$ cat src/rtl/ram_arbiter.sv
// ram_arbiter: two-port req/ack arbiter in front of a single-port synchronous RAM.
// Port A (CPU) and port B (boot loader / DMA) share one RAM bus. Every output is
// a flop, so no req input reaches an output combinationally.
module ram_arbiter #(
    parameter int ADDR_WIDTH = 12,
    parameter int DATA_WIDTH = 8,
    parameter int FIXED_PRIO = 0
) (
    input  logic                  clk,
    input  logic                  reset_n,
    input  logic                  a_req,
    input  logic                  a_we,
    input  logic [ADDR_WIDTH-1:0] a_addr,
    input  logic [DATA_WIDTH-1:0] a_wdata,
    output logic                  a_ack,
    output logic [DATA_WIDTH-1:0] a_rdata,
    output logic                  a_rvalid,
    input  logic                  b_req,
    input  logic                  b_we,
    input  logic [ADDR_WIDTH-1:0] b_addr,
    input  logic [DATA_WIDTH-1:0] b_wdata,
    output logic                  b_ack,
    output logic [DATA_WIDTH-1:0] b_rdata,
    output logic                  b_rvalid,
    output logic [ADDR_WIDTH-1:0] ram_addr,
    output logic [DATA_WIDTH-1:0] ram_data_in,
    output logic                  ram_we,
    input  logic [DATA_WIDTH-1:0] ram_data_out
);

    typedef enum logic [1:0] {
        IDLE,
        ACCESS,
        READ_WAIT
    } state_t;

    typedef enum logic {
        PORT_A,
        PORT_B
    } port_t;

    state_t state;
    port_t  last_grant;
    port_t  gnt_port;
    logic   lat_we;

    logic   grant_a;
    logic   grant_b;

    // Arbitration decision for the current IDLE cycle: A wins unless B is the
    // sole requester or round-robin says it is B's turn.
    always_comb begin
        grant_a = 1'b0;
        grant_b = 1'b0;
        if (a_req && b_req) begin
            if (FIXED_PRIO != 0 || last_grant == PORT_B) begin
                grant_a = 1'b1;
            end else begin
                grant_b = 1'b1;
            end
        end else begin
            grant_a = a_req;
            grant_b = b_req;
        end
    end

    // Single FSM: grant in IDLE, drive the RAM and ack in ACCESS, capture read
    // data in READ_WAIT. Request fields are latched straight into the RAM bus
    // registers, which then double as the held request.
    always_ff @(posedge clk or negedge reset_n) begin
        if (!reset_n) begin
            state       <= IDLE;
            last_grant  <= PORT_B;
            gnt_port    <= PORT_A;
            lat_we      <= 1'b0;
            ram_addr    <= '0;
            ram_data_in <= '0;
            ram_we      <= 1'b0;
            a_ack       <= 1'b0;
            b_ack       <= 1'b0;
            a_rvalid    <= 1'b0;
            b_rvalid    <= 1'b0;
            a_rdata     <= '0;
            b_rdata     <= '0;
        end else begin
            a_ack    <= 1'b0;
            b_ack    <= 1'b0;
            a_rvalid <= 1'b0;
            b_rvalid <= 1'b0;
            ram_we   <= 1'b0;
            case (state)
                IDLE: begin
                    if (grant_a) begin
                        gnt_port    <= PORT_A;
                        last_grant  <= PORT_A;
                        ram_addr    <= a_addr;
                        ram_data_in <= a_wdata;
                        ram_we      <= a_we;
                        lat_we      <= a_we;
                        a_ack       <= 1'b1;
                        state       <= ACCESS;
                    end else if (grant_b) begin
                        gnt_port    <= PORT_B;
                        last_grant  <= PORT_B;
                        ram_addr    <= b_addr;
                        ram_data_in <= b_wdata;
                        ram_we      <= b_we;
                        lat_we      <= b_we;
                        b_ack       <= 1'b1;
                        state       <= ACCESS;
                    end
                end
                ACCESS: begin
                    state <= lat_we ? IDLE : READ_WAIT;
                end
                READ_WAIT: begin
                    if (gnt_port == PORT_A) begin
                        a_rdata  <= ram_data_out;
                        a_rvalid <= 1'b1;
                    end else begin
                        b_rdata  <= ram_data_out;
                        b_rvalid <= 1'b1;
                    end
                    state <= IDLE;
                end
                default: begin
                    state <= IDLE;
                end
            endcase
        end
    end

endmodule

$ cat config.mk
export PLATFORM = sky130hd
export DESIGN_NAME = ram_arbiter
export DESIGN_NICKNAME = d
export VERILOG_FILES = /design/src/rtl/ram_arbiter.sv
export SDC_FILE = /design/constraint.sdc
export NUM_CORES = 1
export LEC_CHECK = 0
export BUFFER_PORTS_ARGS = -buffer_cell sky130_fd_sc_hd__buf_2
export CAP_MARGIN = 20
export CORE_UTILIZATION = 46
export CTS_CLUSTER_SIZE = 28
export DETAILED_ROUTE_END_ITERATION = 12
export HOLD_SLACK_MARGIN = 0.06
export PLACE_DENSITY = 0.79
export SLEW_MARGIN = 40
export SYNTH_ARGS = -nofsm -noshare
export SYNTH_HDL_FRONTEND = slang
export SYNTH_SLANG_ARGS = --single-unit
$ cat constraint.sdc
create_clock -name clk -period 1.63 [get_ports clk]
set_clock_uncertainty 0.2 [all_clocks]
set_input_delay 0.163 -clock clk [delete_from_list [all_inputs] [get_ports clk]]
set_output_delay 0.163 -clock clk [all_outputs]
set_load 0.05 [all_outputs]
Word-level counts from Yosys, hierarchy flattened

Cells that the tools add are included.

Add/sub/neg operators: 0
Multipliers: 0
Div/mod/pow operators: 0
$lt $le $gt $ge: 0
Eq/ne operators: 3
Shift-type cells: 0
Multiplexer cells: 28
Bitwise operators: 1
Reduce and logical (&&, ||, !) cells: 6

Operators by type and width:

| cell               | count |
|---|---|
| $mux 12            | 2 |
| $mux 1             | 20 |
| $mux 8             | 2 |
| $mux 2             | 3 |
| $reduce_and 2->1   | 3 |
| $pmux 2 s2         | 1 |
| $ne 3x3->1 const B | 1 |
| $eq 2x1->1 const B | 1 |
| $eq 2x2->1 const B | 1 |
| $logic_not 2->1    | 1 |
| $reduce_bool 2->1  | 1 |
| $logic_and 1x1->1  | 1 |
| $not 1->1          | 1 |

Flip-flop bits (word level): 46
Latch bits: 0
Memory bits (writable): 0
Bits in read-only memories: 0
Bits of input ports: 54
Output and inout port bits: 41
Word-level logic and storage cells: 51
Memories kept: 0

Logic depth before layout (Yosys ltp)

Gate-level depths: netlist of run 1.

Depth after elaboration: 5
Depth in mapped cells: 5
Mapped depth without buffers: 3

Worst setup path after synthesis of run 1

No wires, ideal clock.

Path type: register to register
From: reg last_grant
To: reg ram_addr[0]
Library setup time: 0.082 ns
Arrival time: 1.171 ns
Data required time: 1.348 ns
Slack: 0.177 ns
Stages on the path, launching flop included: 5
Path buffers: 1
Clock period less this slack: 1.453 ns
Cells stage by stage: dfstp_2 -> or2b_1 -> clkbuf_1 -> nand3_1 -> a31oi_1

Longest elaborated chain between the ends: 4
Elaborated cells between the ends (all ways): 7
Classes of those cells: 5 x mux; 2 x reduce/logical

Ends and longest elaborated chain:

| element                     | RTL line | RTL |
|---|---|---|
| from (decl)                 | 43       | `port_t last_grant;` |
| from (signal assigned)      | 73       | `last_grant <= PORT_B;` |
| from (signal assigned)      | 95       | `last_grant <= PORT_A;` |
| from (signal assigned)      | 104      | `last_grant <= PORT_B;` |
| $mux 1                      | 56       | `if (FIXED_PRIO != 0 \|\| last_grant == PORT_B) begin` |
| $mux 1                      | 55       | `if (a_req && b_req) begin` |
| $reduce_bool 2->1 (no line) | --       |  |
| $reduce_and 2->1 (no line)  | --       |  |
| to (signal assigned)        | 96       | `ram_addr <= a_addr;` |
| to (signal assigned)        | 105      | `ram_addr <= b_addr;` |
| to (decl)                   | 25       | `output logic [ADDR_WIDTH-1:0] ram_addr,` |

Several ways; a longest one is shown, not always the timed one.
A chain may end at the register's enable or synchronous reset.

Worst setup path after layout of run 1

From: reg last_grant
To: reg lat_we

Longest elaborated chain between the ends: 4
Elaborated cells between the ends (all ways): 7
Classes of those cells: 5 x mux; 2 x reduce/logical

Ends and longest elaborated chain:

| element                     | RTL line | RTL |
|---|---|---|
| $mux 1                      | 56       |  |
| $mux 1                      | 55       |  |
| $reduce_bool 2->1 (no line) | --       |  |
| $reduce_and 2->1 (no line)  | --       |  |
| to (signal assigned)        | 99       | `lat_we <= a_we;` |
| to (signal assigned)        | 108      | `lat_we <= b_we;` |
| to (decl)                   | 45       | `logic lat_we;` |

Several ways; a longest one is shown, not always the timed one.

==> Flow_metrics.wiki, run 1 <==
{| class="wikitable"
! Metric !! Value
|-
| Headroom to the max-slew limit || 59.46%
|-
| Final critical path time including I/O delays and setup || 1.552 ns
|-
| Clock sink count || 46
|-
| Final setup fails || 0
|-
| Synthesized area per cell || 11.00 sq um
|-
| Worst-Skew Late Latency || 0.30 ns
|-
| Final cycle utilization of the critical path || 95.22%
|-
| Nature of the critical path endpoint || register
|-
| Worst hold-check path type || in2reg
|-
| Top cells by instance count after synthesis || 45 x dfrtp_1, 24 x a21oi_1, 22 x nand3_1
|-
| Data arrival time at the worst-slack endpoint || 1.57 ns
|-
| Clock-pin transition on the worst setup and hold timing paths || 0.09 ns
|-
| Die Ht || 67.97 microns
|-
| Layout area overhead || 59.38%
|-
| Worst Setup Start Kind || register
|-
| Fraction of synthesis flops using an asynchronous set or reset pin || 100.0%
|-
| Cell variety after synth || 26
|-
| Drt first-iter violations || 100
|-
| EDFF count, synth || 0
|-
| Root Buffer Master || clkbuf_8
|-
| RSZ-0062 raised after global routing || no
|-
| Internal Power || 3.238 mW
|-
| Sequential Area || 0.001152 sq mm
|-
| TritonCTS clock tree || built
|-
| Core area || 0.004086 sq mm
|-
| Via count normalized by instance count || 5.398
|-
| Non-Filler Instances || 382
|-
| FILL cells || 284
|-
| H-Tree Depth || 2
|-
| Die extent in x || 67.97 microns
|-
| Fmax || 644.3 MHz
|-
| Max-slew violation total from the final report || 0
|-
| Final hold violation count || 0
|-
| Worst-case setup margin in the final layout || 0.07793 ns
|-
| Proportion of layout cells with a drive suffix above 1 || 42.17%
|-
| Biggest area consumer among synthesized cells || dfrtp_1
|-
| Worst VDD drop || 0.001048 V
|-
| 1st-pass router iterations || 4
|-
| Total Negative Setup Slacks || 0 ns
|-
| Maximum root-to-sink buffer count || 2
|-
| Main combinational cell family by area after synthesis || compound AO/OA/AOI/OAI gates
|-
| Register bit total from synthesis || 46
|-
| Number of buffers added by the clock tree synthesis step || 5
|-
| Die area || 0.004620 sq mm
|-
| Number of antenna violations at the first check in global routing || 0
|-
| Number of cells produced by synthesis || 182
|-
| Syn Nets || 236
|-
| Cell row count || 23
|-
| Multiplexer share of the synthesized area || 9.000%
|-
| Global-route wire length before repair || 9315 microns
|-
| Ys Warns || 0
|-
| Boundary Pins || 95
|-
| Relative contribution of combinational cells to total power || 56.9%
|-
| Placed Cells || 322
|-
| Total standard cell area after synthesis || 0.002002 sq mm
|-
| Final layout net count || 385
|-
| Compound-gate portion of the synthesized area || 18.44%
|-
| Post-route DRC || 0
|-
| Cell Area, Placed || 0.002545 sq mm
|-
| Half-perimeter wire length of the detailed placement result || 3346 microns
|-
| Final antenna diode count || 0
|-
| Data required time of the critical path || 1.65 ns
|-
| Static Leakage || 1.491 nW
|-
| Number of antenna-violating nets in the routed design || 0
|-
| Share of power burned in registers || 30.3%
|-
| Run status || finished, final reports clean
|-
| Effective utilization at floorplan || 48.99%
|-
| Max-cap viol count || 0
|-
| Fraction of synthesized cell area taken by the top area cell type || 56.25%
|-
| Largest cells by area after synthesis || dfrtp_1 56%, mux2_2 9.0%, a31oi_1 6.6%
|-
| Total non-filler cell area in the finished layout || 0.003191 sq mm
|-
| Share of the yosys chip area belonging to registers || 57.56%
|-
| Average wire per cell in the routed design || 15.25 microns
|-
| Port Buf Inserts || 94
|-
| GR Overflow Total || 0
|-
| Clock power frac || 12.8%
|-
| Sw Pwr || 3.368 mW
|-
| Category of the critical setup timing path || reg2reg
|-
| Routed wire length || 5827 microns
|-
| Share of the core filled with cells || 78.08%
|-
| GRT Total Usage || 27.44%
|-
| Fraction of synthesized cell area in xor and xnor cells || 0%
|-
| Most frequent cell after synthesis || dfrtp_1
|-
| Maximum net fanout on the critical path || 12
|-
| Post-synthesis adder-cell area fraction || 0%
|-
| Weighted congestion at the end of routability-driven global placement || 0.8168
|-
| Measured slew at the worst slew-check pin || 0.6075 ns
|-
| Pin count of the biggest net entering global routing || 23
|-
| Proportion of total power due to net switching || 50.98%
|-
| Power per Cell Area || 2070 mW/mm^2
|-
| Simple logic cell fraction of the synthesized area || 10.00%
|-
| Total area of multi-input combinational cells || 760.7 sq um
|-
| Post-Place Setup Slack || 0.06538 ns
|-
| Vias after detailed routing || 2062
|-
| Most frequently used flop master after synthesis || dfrtp_1
|-
| Via count of the first global-routing pass || 2054
|}
worst max-delay path: stages, from the launching register on:
cell,delay (ns)
dfstp_2,0.54
buf_4,0.12
or2b_1,0.12
buf_4,0.20
nand3_1,0.14
a31oi_1,0.16
routing by layer:
| layer | GRT usage (%) | share of wire, % | up-vias |
|---|---|---|---|
| met5 | 0 | 0 | - |
| met4 | 13.28 | 2.8 | 0 |
| met3 | 5.500 | 5.9 | 19 |
| met2 | 48.41 | 51 | 98 |
| met1 | 31.38 | 40 | 978 |
| li1 | - | - | 967 |
cells by family after synthesis:
| family | Yosys count |
|---|---|
| compound gates | 67 |
| flops | 46 |
| simple gates | 35 |
| buf+inv | 18 |
| mux | 16 |
cell usage in the layout, fill, tap and decap left out, types with 5 or more instances in the layout:
cell / count
buf_2: 94
dlygate4sd3_1: 52
dfrtp_1: 45
a21oi_1: 23
nand3_1: 22
a31oi_1: 21
o21ai_0: 19
mux2_2: 16
buf_4: 11
clkbuf_8: 5
final cells by class:
cell class	count	share of cell area (%)
multi-input cells	118	23.84
clock inverters	3	1.412
well taps	50	1.961
clock buffers	5	2.157
inverters	2	0.2353
repair buffers	158	34.27
flip-flops and latches	46	36.12
power by group through the flow:
stage               logic [mW]  clock network, mW  registers, mW
finish                    3.76              0.849           2.00
global route              3.98              0.922           2.06
floorplan                 1.05                  0           3.72
global placement          3.57                  0           1.98
CTS                       3.71              0.874           1.99
detailed placement        3.62                  0           2.00
repair_timing:
item | in CTS | in global routing
gates resized for setup | 0 | 6
endpoints found under the hold margin | 87 | 0
hold buffers | 52 | 0
setup endpoints to repair | 0 | 14
setup buffers | 0 | 0
stage by stage:
step           power [mW]  hold slack [ns]
6_report            6.606          0.08933
5_1_grt             6.965           0.1111
4_1_cts             6.575          0.06495
3_5_place_dp        5.626         -0.04528
3_3_place_gp        5.553         -0.05286
2_1_floorplan       4.766          -0.3326
registers in the layout, summed over array words and instances (netlist names), 2 cells and up:
signal       flops
b_rdata          8
a_rdata          8
state            2
ram_addr        12
ram_data_in      8
worst paths after layout:
kind / cells past startpoint / from / slack [ns] / endpoint
min: 3 / a_req / 0.09 / last_grant
max in group asynchronous: 3 / reset_n / 0.53 / ram_addr[8]
max: 5 / last_grant / 0.08 / lat_we
min reg2reg: 1 / lat_we / 0.24 / state[1]
min in group asynchronous: 2 / reset_n / 0.16 / ram_data_in[3]
max reg2reg: 5 / last_grant / 0.08 / lat_we
Note: power is estimated with default switching activity, not from simulation.
==> run 2: changes to the inputs <==
--- a/config.mk
+++ b/config.mk
@@ -8,6 +8,7 @@
 export BUFFER_PORTS_ARGS = -buffer_cell sky130_fd_sc_hd__buf_2
 export CAP_MARGIN = 20
 export CORE_UTILIZATION = 46
+export CTS_BUF_LIST = sky130_fd_sc_hd__clkbuf_16
 export CTS_CLUSTER_SIZE = 28
 export DETAILED_ROUTE_END_ITERATION = 12
 export HOLD_SLACK_MARGIN = 0.06
==> run 2 against run 1 <==
  * Worst hold slack better by 0.018 ns
  * Sequential share of layout area is 0.53 points lower
  * Largest cell class unchanged
  * Flip-flop and latch count stayed put
  * Maximum frequency is 0.68% lower
  * Setup slack worse by 0.011 ns
  * Die area stayed put
  * Combinational power hardly changed
  * Total power is 4.5% higher
  * Register-to-register slack hardly changed
  * Highest routed layer unchanged
  * First-iteration DRC count is 11% lower
==> Flow_metrics.wiki, run 2 (synthesized netlist as in run 1, its figures left out) <==
{| class="wikitable"
! Metric !! Value
|-
| Maximum root-to-sink buffer count || 2 (unchanged)
|-
| Worst-case setup margin in the final layout || 0.06726 ns (-0.01068 ns)
|-
| Total area of multi-input combinational cells || 752.0 sq um (-1.2%)
|-
| Average wire per cell in the routed design || 15.45 microns (+1.3%)
|-
| Half-perimeter wire length of the detailed placement result || 3346 microns (unchanged)
|-
| Final hold violation count || 0 (unchanged)
|-
| Count of buffer and inverter cells on the critical path || 2 (unchanged)
|-
| TritonCTS clock tree || built
|-
| Die extent in x || 67.97 microns (unchanged)
|-
| Max-cap viol count || 0 (unchanged)
|-
| Post-route worst hold slack || 0.1072 ns (+0.01791 ns)
|-
| Number of cells on the critical path || 5 (unchanged)
|-
| GRT Total Usage || 27.75% (+0.31 points)
|-
| GR Overflow Total || 0 (unchanged)
|-
| Core area || 0.004086 sq mm (unchanged)
|-
| Timing endpoint of the critical path || ram_data_in[4]
|-
| Via count normalized by instance count || 5.421 (+0.44%)
|-
| H-Tree Depth || 2 (unchanged)
|-
| 1st-pass router iterations || 6 (+2)
|-
| Non-Filler Instances || 382 (unchanged)
|-
| Total non-filler cell area in the finished layout || 0.003238 sq mm (+1.5%)
|-
| Vias after detailed routing || 2071 (+0.44%)
|-
| Clock-pin transition on the worst setup and hold timing paths || 0.06 ns (-0.03 ns)
|-
| Post-route DRC || 0 (unchanged)
|-
| Worst Reg2Reg Path Length in Cells || 5 (unchanged)
|-
| Worst hold-check path type || in2reg
|-
| Final critical path time including I/O delays and setup || 1.563 ns (+0.01068 ns)
|-
| Die area || 0.004620 sq mm (unchanged)
|-
| FILL cells || 272 (-4.2%)
|-
| Category of the critical setup timing path || reg2reg
|-
| Cell Area, Placed || 0.002545 sq mm (unchanged)
|-
| Sequence of cells on the critical path || buf_4, or2b_1, buf_4, nand3_1, a31oi_1
|-
| Sequential Area || 0.001152 sq mm (unchanged)
|-
| Worst-Skew Late Latency || 0.28 ns (-0.02 ns)
|-
| Post-Place Setup Slack || 0.06538 ns (unchanged)
|-
| Weighted congestion at the end of routability-driven global placement || 0.8168 (unchanged)
|-
| Capture point of the worst reg-to-reg path || ram_data_in[4]
|-
| Fmax || 639.9 MHz (-0.68%)
|-
| Headroom to the max-slew limit || 60.67% (+1.2 points)
|-
| Placed Cells || 322 (unchanged)
|-
| Final setup fails || 0 (unchanged)
|-
| Measured slew at the worst slew-check pin || 0.5893 ns (-0.01821 ns)
|-
| Number of antenna-violating nets in the routed design || 0 (unchanged)
|-
| Final cycle utilization of the critical path || 95.87% (+0.66 points)
|-
| Boundary Pins || 95 (unchanged)
|-
| Cell with the largest stage delay on the worst path || dfstp_2
|-
| Top Family by Delay on Critical Path || flip-flops
|-
| Number of buffers added by the clock tree synthesis step || 5 (unchanged)
|-
| Cell row count || 23 (unchanged)
|-
| Most used cells in the layout excluding fill and tap cells || 94 x buf_2, 52 x dlygate4sd3_1, 45 x dfrtp_1
|-
| Proportion of layout cells with a drive suffix above 1 || 41.57% (-0.60 points)
|-
| Maximum net fanout on the critical path || 12 (unchanged)
|-
| Total Negative Setup Slacks || 0 ns (unchanged)
|-
| Routed wire length || 5902 microns (+1.3%)
|-
| Data required time of the critical path || 1.63 ns (-0.02 ns)
|-
| Via count of the first global-routing pass || 2074 (+0.97%)
|-
| Static Leakage || 1.516 nW (+1.7%)
|-
| Worst VDD drop || 0.001048 V (about the same)
|-
| Top register by number of flip-flops || ram_addr
|-
| Final antenna diode count || 0 (unchanged)
|-
| Pin count of the biggest net entering global routing || 23 (unchanged)
|-
| Number of buffers added for setup after CTS || 0 (unchanged)
|-
| Worst reg2reg setup slack || 0.07 ns (about the same)
|-
| Nature of the critical path endpoint || register
|-
| Power after layout || 6.902 mW (+4.5%)
|-
| Data arrival time at the worst-slack endpoint || 1.56 ns (about the same)
|-
| Global-route wire length before repair || 9315 microns (unchanged)
|-
| Origin of the critical flop-to-flop path || last_grant
|-
| Largest register FFs || 12 (unchanged)
|-
| Clock sink count || 46 (unchanged)
|-
| Worst Setup Start Kind || register
|-
| Port Buf Inserts || 94 (unchanged)
|-
| Share of the core filled with cells || 79.24% (+1.2 points)
|-
| Worst path most repeated cell || buf_4
|-
| Max-slew violation total from the final report || 0 (unchanged)
|-
| Power per Cell Area || 2131 mW/mm^2 (+2.9%)
|-
| Leading cell type in the layout, fill and taps excluded || buf_2
|-
| Effective utilization at floorplan || 48.99% (unchanged)
|-
| Number of antenna violations at the first check in global routing || 0 (unchanged)
|-
| Critical Path Source || last_grant
|-
| Layout area overhead || 61.75%
|-
| RSZ-0062 raised after global routing || no
|-
| Root Buffer Master || clkbuf_16
|-
| Critical path's largest stage delay || 0.53 ns (about the same)
|-
| Die Ht || 67.97 microns (unchanged)
|-
| Final layout net count || 385 (unchanged)
|-
| Drt first-iter violations || 89 (-11%)
|-
| Run status || finished, final reports clean
|}
## run 2: routing by layer
layer | track usage [%] | wire, microns | vias to the layer above
met2 | 48.28 | 2976 | 120
li1 | - | - | 965
met3 | 5.667 | 393 | 23
met1 | 30.92 | 2301 | 963
met5 | 0 | 0 | -
met4 | 16.67 | 231 | 0
## run 2: worst min path at each step
stage	startpoint	end	slack (ns)	cells past startpoint
final	a_req	last_grant	0.11	3
after floorplan	reset_n	a_ack	-0.33	0
after global placement	reset_n	a_rdata[3]	-0.05	1
after CTS	a_req	last_grant	0.09	3
after global routing	a_req	last_grant	0.13	3
after detailed placement	reset_n	a_rdata[3]	-0.05	1
## run 2: cell type report
| class | count | area share (%) |
|---|---|---|
| clock buffer | 5 | 3.864 |
| clock inverter | 3 | 1.391 |
| inverter | 2 | 0.2318 |
| multi-input combinational | 118 | 23.22 |
| sequential | 46 | 35.59 |
| tap | 50 | 1.932 |
| timing repair buffer | 158 | 33.77 |
## run 2: power breakdown
part	leakage, nW	total, mW	internal (mW)	switching (mW)
sequential	0.541	2.01	1.71	0.298
clock	0.0760	1.15	0.722	0.428
combinational	0.899	3.75	1.07	2.67
total	1.52	6.90	3.50	3.40
## run 2: worst register-to-register path: cells and delay by family (launching register included)
family	cells	cell delay [ns]
buffers and inverters	2	0.32
and+or+nand+nor	2	0.24
AOI/OAI and AO/OA	1	0.20
DFF	1	0.53
## run 2: timing repair
item,4_1_cts,5_1_grt
gates resized for setup,0,2
hold buffers,52,0
setup endpoints to repair,0,8
hold endpoints to repair,86,0
==> run 3: changes to the inputs <==
--- a/config.mk
+++ b/config.mk
@@ -5,6 +5,7 @@
 export SDC_FILE = /design/constraint.sdc
 export NUM_CORES = 1
 export LEC_CHECK = 0
+export ABC_CLOCK_PERIOD_IN_PS = 1630
 export BUFFER_PORTS_ARGS = -buffer_cell sky130_fd_sc_hd__buf_2
 export CAP_MARGIN = 20
 export CORE_UTILIZATION = 46
@@ -12,7 +13,7 @@
 export CTS_CLUSTER_SIZE = 28
 export DETAILED_ROUTE_END_ITERATION = 12
 export HOLD_SLACK_MARGIN = 0.06
-export PLACE_DENSITY = 0.79
+export PLACE_DENSITY = 0.9
 export SLEW_MARGIN = 40
 export SYNTH_ARGS = -nofsm -noshare
 export SYNTH_HDL_FRONTEND = slang
==> run 3 against run 2 <==
  * Clock power up 11%
  * Total power up 2.3%
  * Worst hold slack better by 0.028 ns
  * Die area unchanged
  * Global-route usage up 2.0 points
  * Critical path depth down 1
  * Flip-flop and latch count unchanged
==> Flow_metrics.wiki, run 3 (synthesized netlist as in run 1, its figures left out) <==
{| class="wikitable"
! Metric !! Value
|-
| Run status || finished, final reports clean
|-
| Leading cell type in the layout, fill and taps excluded || buf_2
|-
| Number of buffers added for setup after CTS || 0 (unchanged)
|-
| Core area || 0.004086 sq mm (unchanged)
|-
| Power per Cell Area || 2168 mW/mm^2 (+1.7%)
|-
| 1st-pass router iterations || 4 (-2)
|-
| Post-route DRC || 0 (unchanged)
|-
| Non-Filler Instances || 382 (unchanged)
|-
| GR Overflow Total || 0 (unchanged)
|-
| Average wire per cell in the routed design || 17.00 microns (+10%)
|-
| Maximum root-to-sink buffer count || 2 (unchanged)
|-
| Sw Pwr || 3.423 mW (+0.72%)
|-
| Die extent in x || 67.97 microns (unchanged)
|-
| Boundary Pins || 95 (unchanged)
|-
| Weighted congestion at the end of routability-driven global placement || 0.7447 (-8.8%)
|-
| Routed wire length || 6495 microns (+10%)
|-
| Cell row count || 23 (unchanged)
|-
| RSZ-0062 raised after global routing || no
|-
| Total Negative Setup Slacks || 0 ns (unchanged)
|-
| Global-route wire length before repair || 10050 microns (+7.9%)
|-
| Top Family by Delay on Critical Path || flip-flops
|-
| Number of antenna-violating nets in the routed design || 0 (unchanged)
|-
| Die Ht || 67.97 microns (unchanged)
|-
| H-Tree Depth || 2 (unchanged)
|-
| Fmax || 633.0 MHz (-1.1%)
|-
| Proportion of layout cells with a drive suffix above 1 || 40.66% (-0.90 points)
|-
| Die area || 0.004620 sq mm (unchanged)
|-
| Data arrival time at the worst-slack endpoint || 1.53 ns (-0.03 ns)
|-
| Static Leakage || 1.532 nW (+1.1%)
|-
| Final setup fails || 0 (unchanged)
|-
| Sequence of cells on the critical path || and2b_1, buf_4, o21ai_0, a31oi_1
|-
| Data required time of the critical path || 1.58 ns (-0.05 ns)
|-
| Final antenna diode count || 0 (unchanged)
|-
| Final cycle utilization of the critical path || 96.91% (+1.0 points)
|-
| Nature of the critical path endpoint || register
|-
| Maximum net fanout on the critical path || 13 (+1)
|-
| Critical path's largest stage delay || 0.56 ns (+0.03 ns)
|-
| Layout area overhead || 62.69%
|-
| Half-perimeter wire length of the detailed placement result || 3593 microns (+7.4%)
|-
| Number of antenna violations at the first check in global routing || 0 (unchanged)
|-
| Most used cells in the layout excluding fill and tap cells || 94 x buf_2, 53 x dlygate4sd3_1, 45 x dfrtp_1
|-
| Relative contribution of combinational cells to total power || 53.1% (-1.2 points)
|-
| Max-slew violation total from the final report || 0 (unchanged)
|-
| Worst VDD drop || 0.001382 V (+32%)
|-
| Root Buffer Master || clkbuf_16
|-
| Drt first-iter violations || 97 (+9.0%)
|-
| GRT Total Usage || 29.74% (+2.0 points)
|-
| Cell with the largest stage delay on the worst path || dfstp_2
|-
| Worst Setup Start Kind || register
|-
| Category of the critical setup timing path || reg2reg
|-
| Effective utilization at floorplan || 48.99% (unchanged)
|-
| Clock sink count || 46 (unchanged)
|-
| Vias after detailed routing || 2146 (+3.6%)
|-
| Largest register FFs || 12 (unchanged)
|-
| Clock power frac || 18.1% (+1.4 points)
|-
| Share of power burned in registers || 28.8% (-0.3 points)
|-
| Max-cap viol count || 0 (unchanged)
|-
| FILL cells || 265 (-2.6%)
|-
| Via count normalized by instance count || 5.618 (+3.6%)
|-
| Via count of the first global-routing pass || 2223 (+7.2%)
|-
| Internal Power || 3.638 mW (+3.8%)
|-
| Worst reg2reg setup slack || 0.05 ns (-0.02 ns)
|-
| Final layout net count || 385 (unchanged)
|-
| Top register by number of flip-flops || ram_addr
|-
| Number of buffers added by the clock tree synthesis step || 5 (unchanged)
|-
| Clock-pin transition on the worst setup and hold timing paths || 0.06 ns (about the same)
|-
| TritonCTS clock tree || built
|-
| Final hold violation count || 0 (unchanged)
|-
| Measured slew at the worst slew-check pin || 0.5958 ns (+0.006507 ns)
|-
| Placed Cells || 321 (-0.31%)
|-
| Proportion of total power due to net switching || 48.48% (-0.76 points)
|-
| Headroom to the max-slew limit || 60.24% (-0.43 points)
|-
| Final critical path time including I/O delays and setup || 1.580 ns (+0.01697 ns)
|-
| Port Buf Inserts || 94 (unchanged)
|-
| Worst hold-check path type || in2reg
|-
| Count of buffer and inverter cells on the critical path || 1 (-1)
|-
| Pin count of the biggest net entering global routing || 23 (unchanged)
|-
| Worst-Skew Late Latency || 0.28 ns (about the same)
|}
## run 3: final cells by class
| cell class | instances | area (sq um) | area share (%) |
|---|---|---|---|
| Clock inverter | 3 | 63.81 | 1.959 |
| Timing Repair Buffer | 158 | 1096 | 33.65 |
| Tap cell | 50 | 62.56 | 1.921 |
| Clock buffer | 5 | 125.1 | 3.842 |
| Sequential cell | 46 | 1152 | 35.38 |
| Multi-Input combinational cell | 118 | 749.5 | 23.01 |
| Inverter | 2 | 7.507 | 0.2305 |
## run 3: final timing paths
path,start,endpoint,depth (start not counted)
worst max-delay path,last_grant,ram_addr[8],4
worst min-delay path,b_req,a_ack,3
worst max register to register,last_grant,ram_addr[8],4
worst min register to register,lat_we,state[1],1
max in group asynchronous,reset_n,lat_we,3
min in group asynchronous,reset_n,b_ack,2
## run 3: layer usage
metal	track usage, %	wire length, microns
met5	0	0
met4	14.06	193
met3	6.167	415
met2	54.78	3555
met1	31.99	2331
## run 3: metrics by stage
stage	setup slack [ns]	hold WS (ns)	utilization [%]	instance area [sq um]	power [mW]
floorplan	0.1767	-0.3326	-	2002	4.766
global placement	0.1257	-0.07994	62.09	2537	5.538
detailed placement	0.08007	-0.08153	62.09	2537	5.641
CTS	0.06988	0.1211	79.70	3257	7.014
global route	0.001304	0.1586	79.70	3257	7.397
finish	0.05029	0.1352	79.70	3257	7.060
## run 3: power groups by stage
stage          combinational, mW  sequential, mW  clock (mW)
2_1_floorplan               1.05            3.72           0
3_3_place_gp                3.55            1.99           0
3_5_place_dp                3.61            2.03           0
4_1_cts                     3.71            2.01        1.29
5_1_grt                     3.96            2.09        1.34
6_report                    3.75            2.03        1.28
## run 3: worst min-delay path: stages
cell and delay [ns]:
buf_2 0.13, and2b_1 0.18, nor3_1 0.09
## run 3: repair_timing
action | CTS | global route
setup endpoints to repair | 0 | 6
endpoints found under the hold margin | 87 | 0
gates resized for setup | 0 | 6
hold buffers | 53 | 0
